==> src/rtl/uart_prog_loader.sv <==
// uart_prog_loader
//   Host-driven program loader sitting between the UART0 byte FIFOs and the
//   CPU instruction memory. It pops command bytes from the RX FIFO, assembles
//   little-endian instruction words, writes them to IMEM, drives the CPU
//   run/halt level and answers every command with a one-byte ACK (0xA5) or
//   NAK (0xEE) through the TX FIFO.
//
//   Command stream:
//     0x01 N <4*N data bytes> [checksum]  load N words starting at address 0
//     0x02                                run  (o_cpu_run = 1)
//     0x03                                halt (o_cpu_run = 0)
//     other                               NAK, run level unchanged
//
//   Optional build macro LOADER_CHECKSUM_EN: a LOAD is followed by one extra
//   byte that must equal the XOR of all data bytes; the response becomes NAK
//   on mismatch (words already written stay written).
//
// Ports:
//   clk             system clock
//   i_rst           synchronous reset, active-high
//   i_uart_rx_data  RX FIFO head (first-word-fall-through), payload in [7:0]
//   i_uart_rx_done  RX FIFO head holds a byte
//   o_uart_rd       RX pop strobe, one cycle after a byte is taken
//   o_uart_wr       TX FIFO write strobe
//   o_uart_wdata    TX byte, {0, byte}
//   o_uart_wsize    bytes to send, 1 alongside o_uart_tx_start, else 0
//   o_uart_tx_start TX start strobe
//   o_imem_we       IMEM write strobe
//   o_imem_addr     IMEM word address (holds between writes)
//   o_imem_wdata    IMEM write word (holds between writes)
//   o_cpu_run       CPU enable level
module uart_prog_loader #(
  parameter int NB_INSTRUCTION  = 32,
  parameter int IMEM_ADDR_WIDTH = 8,
  parameter int NB_UART_DATA    = 9,
  parameter int NB_UART_ADDR    = 5
) (
  input  logic                       clk,
  input  logic                       i_rst,
  input  logic [NB_UART_DATA-1:0]    i_uart_rx_data,
  input  logic                       i_uart_rx_done,
  output logic                       o_uart_rd,
  output logic                       o_uart_wr,
  output logic [NB_UART_DATA-1:0]    o_uart_wdata,
  output logic [NB_UART_ADDR-1:0]    o_uart_wsize,
  output logic                       o_uart_tx_start,
  output logic                       o_imem_we,
  output logic [IMEM_ADDR_WIDTH-1:0] o_imem_addr,
  output logic [NB_INSTRUCTION-1:0]  o_imem_wdata,
  output logic                       o_cpu_run
);

  localparam int NB_BUF = NB_INSTRUCTION - 8;
  localparam logic [7:0] LAST_BYTE = 8'(NB_INSTRUCTION / 8 - 1);

  localparam logic [7:0] CMD_LOAD = 8'h01;
  localparam logic [7:0] CMD_RUN  = 8'h02;
  localparam logic [7:0] CMD_HALT = 8'h03;
  localparam logic [7:0] RESP_ACK = 8'hA5;
  localparam logic [7:0] RESP_NAK = 8'hEE;

  // S_RESP_DLY is the pop cycle of the byte that triggered a response; it
  // keeps byte-seen -> o_uart_wr at two cycles for every response source.
  typedef enum logic [2:0] {
    S_IDLE,
    S_GET_CNT,
    S_GET_DATA,
    S_WR_WORD,
    S_RESP_DLY,
    S_SEND_WR,
    S_SEND_GO
`ifdef LOADER_CHECKSUM_EN
    , S_GET_CSUM
`endif
  } state_t;

  state_t                     state;
  state_t                     state_next;
  logic                       take;
  logic                       accept;
  logic [7:0]                 rx_byte;
  logic                       rx_unused;
  logic                       last_word;

  logic [7:0]                 n_words;
  logic [7:0]                 word_cnt;
  logic [7:0]                 byte_idx;
  logic [IMEM_ADDR_WIDTH-1:0] addr;
  logic [NB_BUF-1:0]          word_buf;
  logic [7:0]                 resp;
`ifdef LOADER_CHECKSUM_EN
  logic [7:0]                 csum;
`endif

  assign rx_byte   = i_uart_rx_data[7:0];
  assign rx_unused = ^i_uart_rx_data[NB_UART_DATA-1:8];

  // A byte is taken only when one is present and we are not in the pop
  // cycle of the previous byte (the FIFO head is still the old byte then).
  assign take      = i_uart_rx_done & ~o_uart_rd;
  assign last_word = (word_cnt == n_words - 8'd1);

  always_comb begin
    state_next      = state;
    accept          = 1'b0;
    o_imem_we       = 1'b0;
    o_uart_wr       = 1'b0;
    o_uart_tx_start = 1'b0;
    o_uart_wdata    = '0;
    o_uart_wsize    = '0;
    case (state)
      S_IDLE: begin
        accept = take;
        if (take) begin
          state_next = (rx_byte == CMD_LOAD) ? S_GET_CNT : S_RESP_DLY;
        end
      end
      S_GET_CNT: begin
        accept = take;
        if (take) begin
          if (rx_byte != 8'd0) begin
            state_next = S_GET_DATA;
          end else begin
`ifdef LOADER_CHECKSUM_EN
            state_next = S_GET_CSUM;
`else
            state_next = S_RESP_DLY;
`endif
          end
        end
      end
      S_GET_DATA: begin
        accept = take;
        if (take && byte_idx == LAST_BYTE) begin
          state_next = S_WR_WORD;
        end
      end
      // The pop of the final data byte overlaps this cycle, so the response
      // can start right after the last write.
      S_WR_WORD: begin
        o_imem_we = 1'b1;
        if (!last_word) begin
          state_next = S_GET_DATA;
        end else begin
`ifdef LOADER_CHECKSUM_EN
          state_next = S_GET_CSUM;
`else
          state_next = S_SEND_WR;
`endif
        end
      end
`ifdef LOADER_CHECKSUM_EN
      S_GET_CSUM: begin
        accept = take;
        if (take) begin
          state_next = S_RESP_DLY;
        end
      end
`endif
      S_RESP_DLY: begin
        state_next = S_SEND_WR;
      end
      S_SEND_WR: begin
        o_uart_wr    = 1'b1;
        o_uart_wdata = {{(NB_UART_DATA-8){1'b0}}, resp};
        state_next   = S_SEND_GO;
      end
      S_SEND_GO: begin
        o_uart_tx_start = 1'b1;
        o_uart_wsize    = NB_UART_ADDR'(1);
        state_next      = S_IDLE;
      end
      default: begin
        state_next = S_IDLE;
      end
    endcase
  end

  always_ff @(posedge clk) begin
    if (i_rst) begin
      state        <= S_IDLE;
      o_uart_rd    <= 1'b0;
      o_cpu_run    <= 1'b0;
      o_imem_addr  <= '0;
      o_imem_wdata <= '0;
      addr         <= '0;
      n_words      <= '0;
      word_cnt     <= '0;
      byte_idx     <= '0;
    end else begin
      state     <= state_next;
      o_uart_rd <= accept;
      case (state)
        S_IDLE: begin
          if (accept) begin
            case (rx_byte)
              CMD_LOAD: begin
                o_cpu_run <= 1'b0;
                addr      <= '0;
                word_cnt  <= '0;
                byte_idx  <= '0;
              end
              CMD_RUN: begin
                o_cpu_run <= 1'b1;
              end
              CMD_HALT: begin
                o_cpu_run <= 1'b0;
              end
              default: begin
              end
            endcase
          end
        end
        S_GET_CNT: begin
          if (accept) begin
            n_words <= rx_byte;
          end
        end
        S_GET_DATA: begin
          if (accept) begin
            if (byte_idx == LAST_BYTE) begin
              byte_idx     <= '0;
              o_imem_wdata <= {rx_byte, word_buf};
              o_imem_addr  <= addr;
            end else begin
              byte_idx <= byte_idx + 8'd1;
            end
          end
        end
        S_WR_WORD: begin
          addr     <= addr + 1'b1;
          word_cnt <= word_cnt + 8'd1;
        end
        default: begin
        end
      endcase
    end
  end

  // Data-only registers: their contents are always rewritten before use.
  // Bytes shift in from the top so the first byte ends up in the low lane.
  always_ff @(posedge clk) begin
    if (state == S_GET_DATA && accept) begin
      word_buf <= NB_BUF'({rx_byte, word_buf} >> 8);
    end
    if (state == S_IDLE && accept) begin
      resp <= (rx_byte == CMD_RUN || rx_byte == CMD_HALT) ? RESP_ACK : RESP_NAK;
    end else if (state == S_GET_CNT && accept) begin
      resp <= RESP_ACK;
    end
`ifdef LOADER_CHECKSUM_EN
    else if (state == S_GET_CSUM && accept) begin
      resp <= (rx_byte == csum) ? RESP_ACK : RESP_NAK;
    end
    if (state == S_IDLE && accept) begin
      csum <= 8'h00;
    end else if (state == S_GET_DATA && accept) begin
      csum <= csum ^ rx_byte;
    end
`endif
  end

endmodule

==> config.mk <==
export PLATFORM = sky130hd
export DESIGN_NAME = uart_prog_loader
export DESIGN_NICKNAME = d
export VERILOG_FILES = /design/src/rtl/uart_prog_loader.sv
export SDC_FILE = /design/constraint.sdc
export NUM_CORES = 1
export LEC_CHECK = 0
export BUFFER_PORTS_ARGS = -buffer_cell sky130_fd_sc_hd__buf_2
export CORE_UTILIZATION = 55
export CTS_BUF_LIST = sky130_fd_sc_hd__clkbuf_8
export DETAILED_ROUTE_END_ITERATION = 8
export PLACE_DENSITY = 0.89
export SLEW_MARGIN = 20
export SYNTH_ARGS = -nofsm -noshare
export SYNTH_HDL_FRONTEND = slang
export SYNTH_SLANG_ARGS = --single-unit
==> constraint.sdc <==
create_clock -name clk -period 7.6 [get_ports clk]
set_clock_uncertainty 0.05 [all_clocks]
set_input_delay 0.76 -clock clk [delete_from_list [all_inputs] [get_ports clk]]
set_output_delay 0.76 -clock clk [all_outputs]
set_load 0.03 [all_outputs]
==> impl_metrics.tcl <==
set metrics [dict create \
    rows 31 \
    cts_made_buffers 9 \
    final_layout_size_suffix_gt1_frac 0.185 \
    clock-sinks 103 \
    cts_hold_buf 0 \
    antenna_found_initial 0 \
    utilization 0.647 \
    post_drt_wl_per_cell_um 14.5 \
    status "completed" \
    n_antenna_cell 0 \
    clockBufferDepth 2 \
    avgSynthCellArea_um2 9.41 \
    ys_types 45 \
    firstDrtPassIters 5 \
    nets 514 \
    drtIter0Drc 228 \
    synth_edf_count 26 \
    grt_pass1_vias 3132 \
    routed_wl_um 8730 \
    clk_pin_slew_ps 100 \
    final_cell_area_um2 4770 \
    drv_slew 0 \
    synth-seq-cells 103 \
    portBuffers 63 \
    arrival_ps 2940 \
    path_class "in2reg" \
    hold_violations 0 \
    cts_setup_buffers 0 \
    die_y_um 90.0 \
    hp-start "o_imem_wdata[0]" \
    power_mw 0.990 \
    fin_crit_sh 0.364 \
    cts_tree "done" \
    synth_area_um2 4260 \
    cap_violations 0 \
    routabilityCongestion 0.893 \
    grt-ovfl-total 0 \
    ios 71 \
    cp_data_required_time_ps 7770 \
    seq_area_frac_synth 0.545 \
    cp-start-kind "input pin" \
    worstMarginPinSlew_ps 790 \
    track_usage 0.222 \
    hold_path_class "reg2reg" \
    fp.dieArea_um2 8110 \
    ys_warn_count 0 \
    dpl.hpwl_um 5960 \
    p_leak_nw 1.86 \
    vias 3339 \
    setup_ws_ps 4840 \
    tns_ps 0 \
    clk_latency_ps 360 \
    root_buffer "clkbuf_8" \
    via_per_inst 5.55 \
    synth_ff_type "dfxtp_1" \
    ant_nets 0 \
    grt_max_degree 69 \
    grt_pass1_wl_um 14500 \
    place_inst 586 \
    ir_drop_mv 0.143 \
    syn2layout_area_growth_pct 11.9 \
    die_w_um 90.0 \
    fmax_ghz 0.362 \
    reg2reg_from "byte_idx[0]" \
    drc 0 \
    start_util 0.578 \
    instances_no_fill 602 \
    netlist_instances 453 \
    finalCriticalPeriod_ps 2760 \
    hold-worst-slack_ps 408 \
    cp_max_fo 9 \
    slew_headroom 0.470 \
    endpoint_kind "flip-flop" \
    cts-resized-gates 0 \
    rsz0062_at_grt "no" \
    async_flop_share 0 \
    pre_cts_ws_ps 4450 \
    setup_viol 0 \
    fillers 598 \
    cts_htree_levels 3 \
    power_density_nw_per_um2 208 \
    core_area_um2 7370 \
    critPathLaunch "i_uart_rx_data[4]" \
    postPlaceCellArea_um2 4550 \
]
-- sequential cells by signal (all words and copies together), names as in the netlist --
name	count
o_imem_wdata	32
word_buf	24
addr	8
byte_idx	8
n_words	8
o_imem_addr	8
word_cnt	8
state	3
resp	2
o_cpu_run	1
o_uart_rd	1
-- worst paths after layout --
kind	to	slack, ps	depth (start not counted)
hold reg to reg	o_imem_wdata[0]	410	2
setup reg to reg	o_imem_addr[4]	5050	7
setup / recovery	byte_idx[2]	4840	7
hold / removal	o_imem_wdata[0]	410	2
-- cell type report --
type                            count  area [µm²]  area share
Sequential cell                   103        2320       0.487
Multi-Input combinational cell    311        1750       0.367
Tap cell                           99         124      0.0260
Timing Repair Buffer               66         340      0.0714
Inverter                            7        26.3     0.00551
Clock buffer                        9         124      0.0260
Clock inverter                      7        82.6      0.0173
-- worst max-delay path, cell delays in order --
cell	delay, ps
buf_2	130
or4_4	560
nor4_4	380
nand2_1	190
a2111oi_4	640
o211a_1	240
nor3_1	50
-- layout by cell type, fill, tap and decap left out, drive strengths merged, types with 3 or more instances in the layout --
cell type	netlist	routed
a311oi	5	5
xnor2	11	11
or3	4	4
ha	4	4
conb	1	6
nand2b	4	4
nand3	9	9
mux2i	11	11
o21ai	5	5
xor2	9	9
dfxtp	77	77
nor4	5	5
nand4	4	4
nor2	32	32
inv	7	10
and3	7	7
clkbuf	19	9
buf	18	66
a31oi	3	3
a31o	3	3
nand2	99	99
edfxtp	26	26
a21oi	54	54
clkinv	0	3
nor3	10	10
-- layer usage --
metal	share of wire	global-route usage
met5	0	0
met4	0.013	0.0901
met3	0.058	0.0550
met2	0.48	0.359
met1	0.44	0.284
-- cell families after synthesis --
logic type / synth area share
AND/OR/NAND/NOR: 0.201
flip-flops: 0.545
AO/OA/AOI/OAI: 0.124
buffers and inverters: 0.0511
XOR/XNOR: 0.0411
multiplexers: 0.0258
adder cells (fa/ha/maj): 0.0117
other: 0.000880
-- report_power, final --
group | internal, mW | switching (mW)
clock network | 0.157 | 0.189
registers | 0.569 | 0.00940
logic | 0.0197 | 0.0454
-- cells in the mapped netlist, types with 3 or more instances --
master / instances / area [µm²]
a21oi_1: 54 / 270
a311oi_1: 5 / 43.8
a31o_2: 3 / 26.3
a31oi_1: 3 / 18.8
and3_1: 7 / 43.8
buf_2: 6 / 30.0
buf_4: 12 / 90.1
clkbuf_1: 19 / 71.3
dfxtp_1: 77 / 1540
edfxtp_1: 26 / 781
ha_1: 4 / 50.1
inv_1: 7 / 26.3
mux2i_1: 11 / 110
nand2_1: 99 / 372
nand2b_1: 4 / 25.0
nand3_1: 9 / 45.0
nand4_1: 4 / 25.0
nor2_1: 32 / 120
nor3_1: 10 / 50.1
o21ai_0: 5 / 25.0
or3_1: 4 / 25.0
xnor2_1: 11 / 96.3
xor2_1: 9 / 78.8
Power figures use the tool's default switching activity.
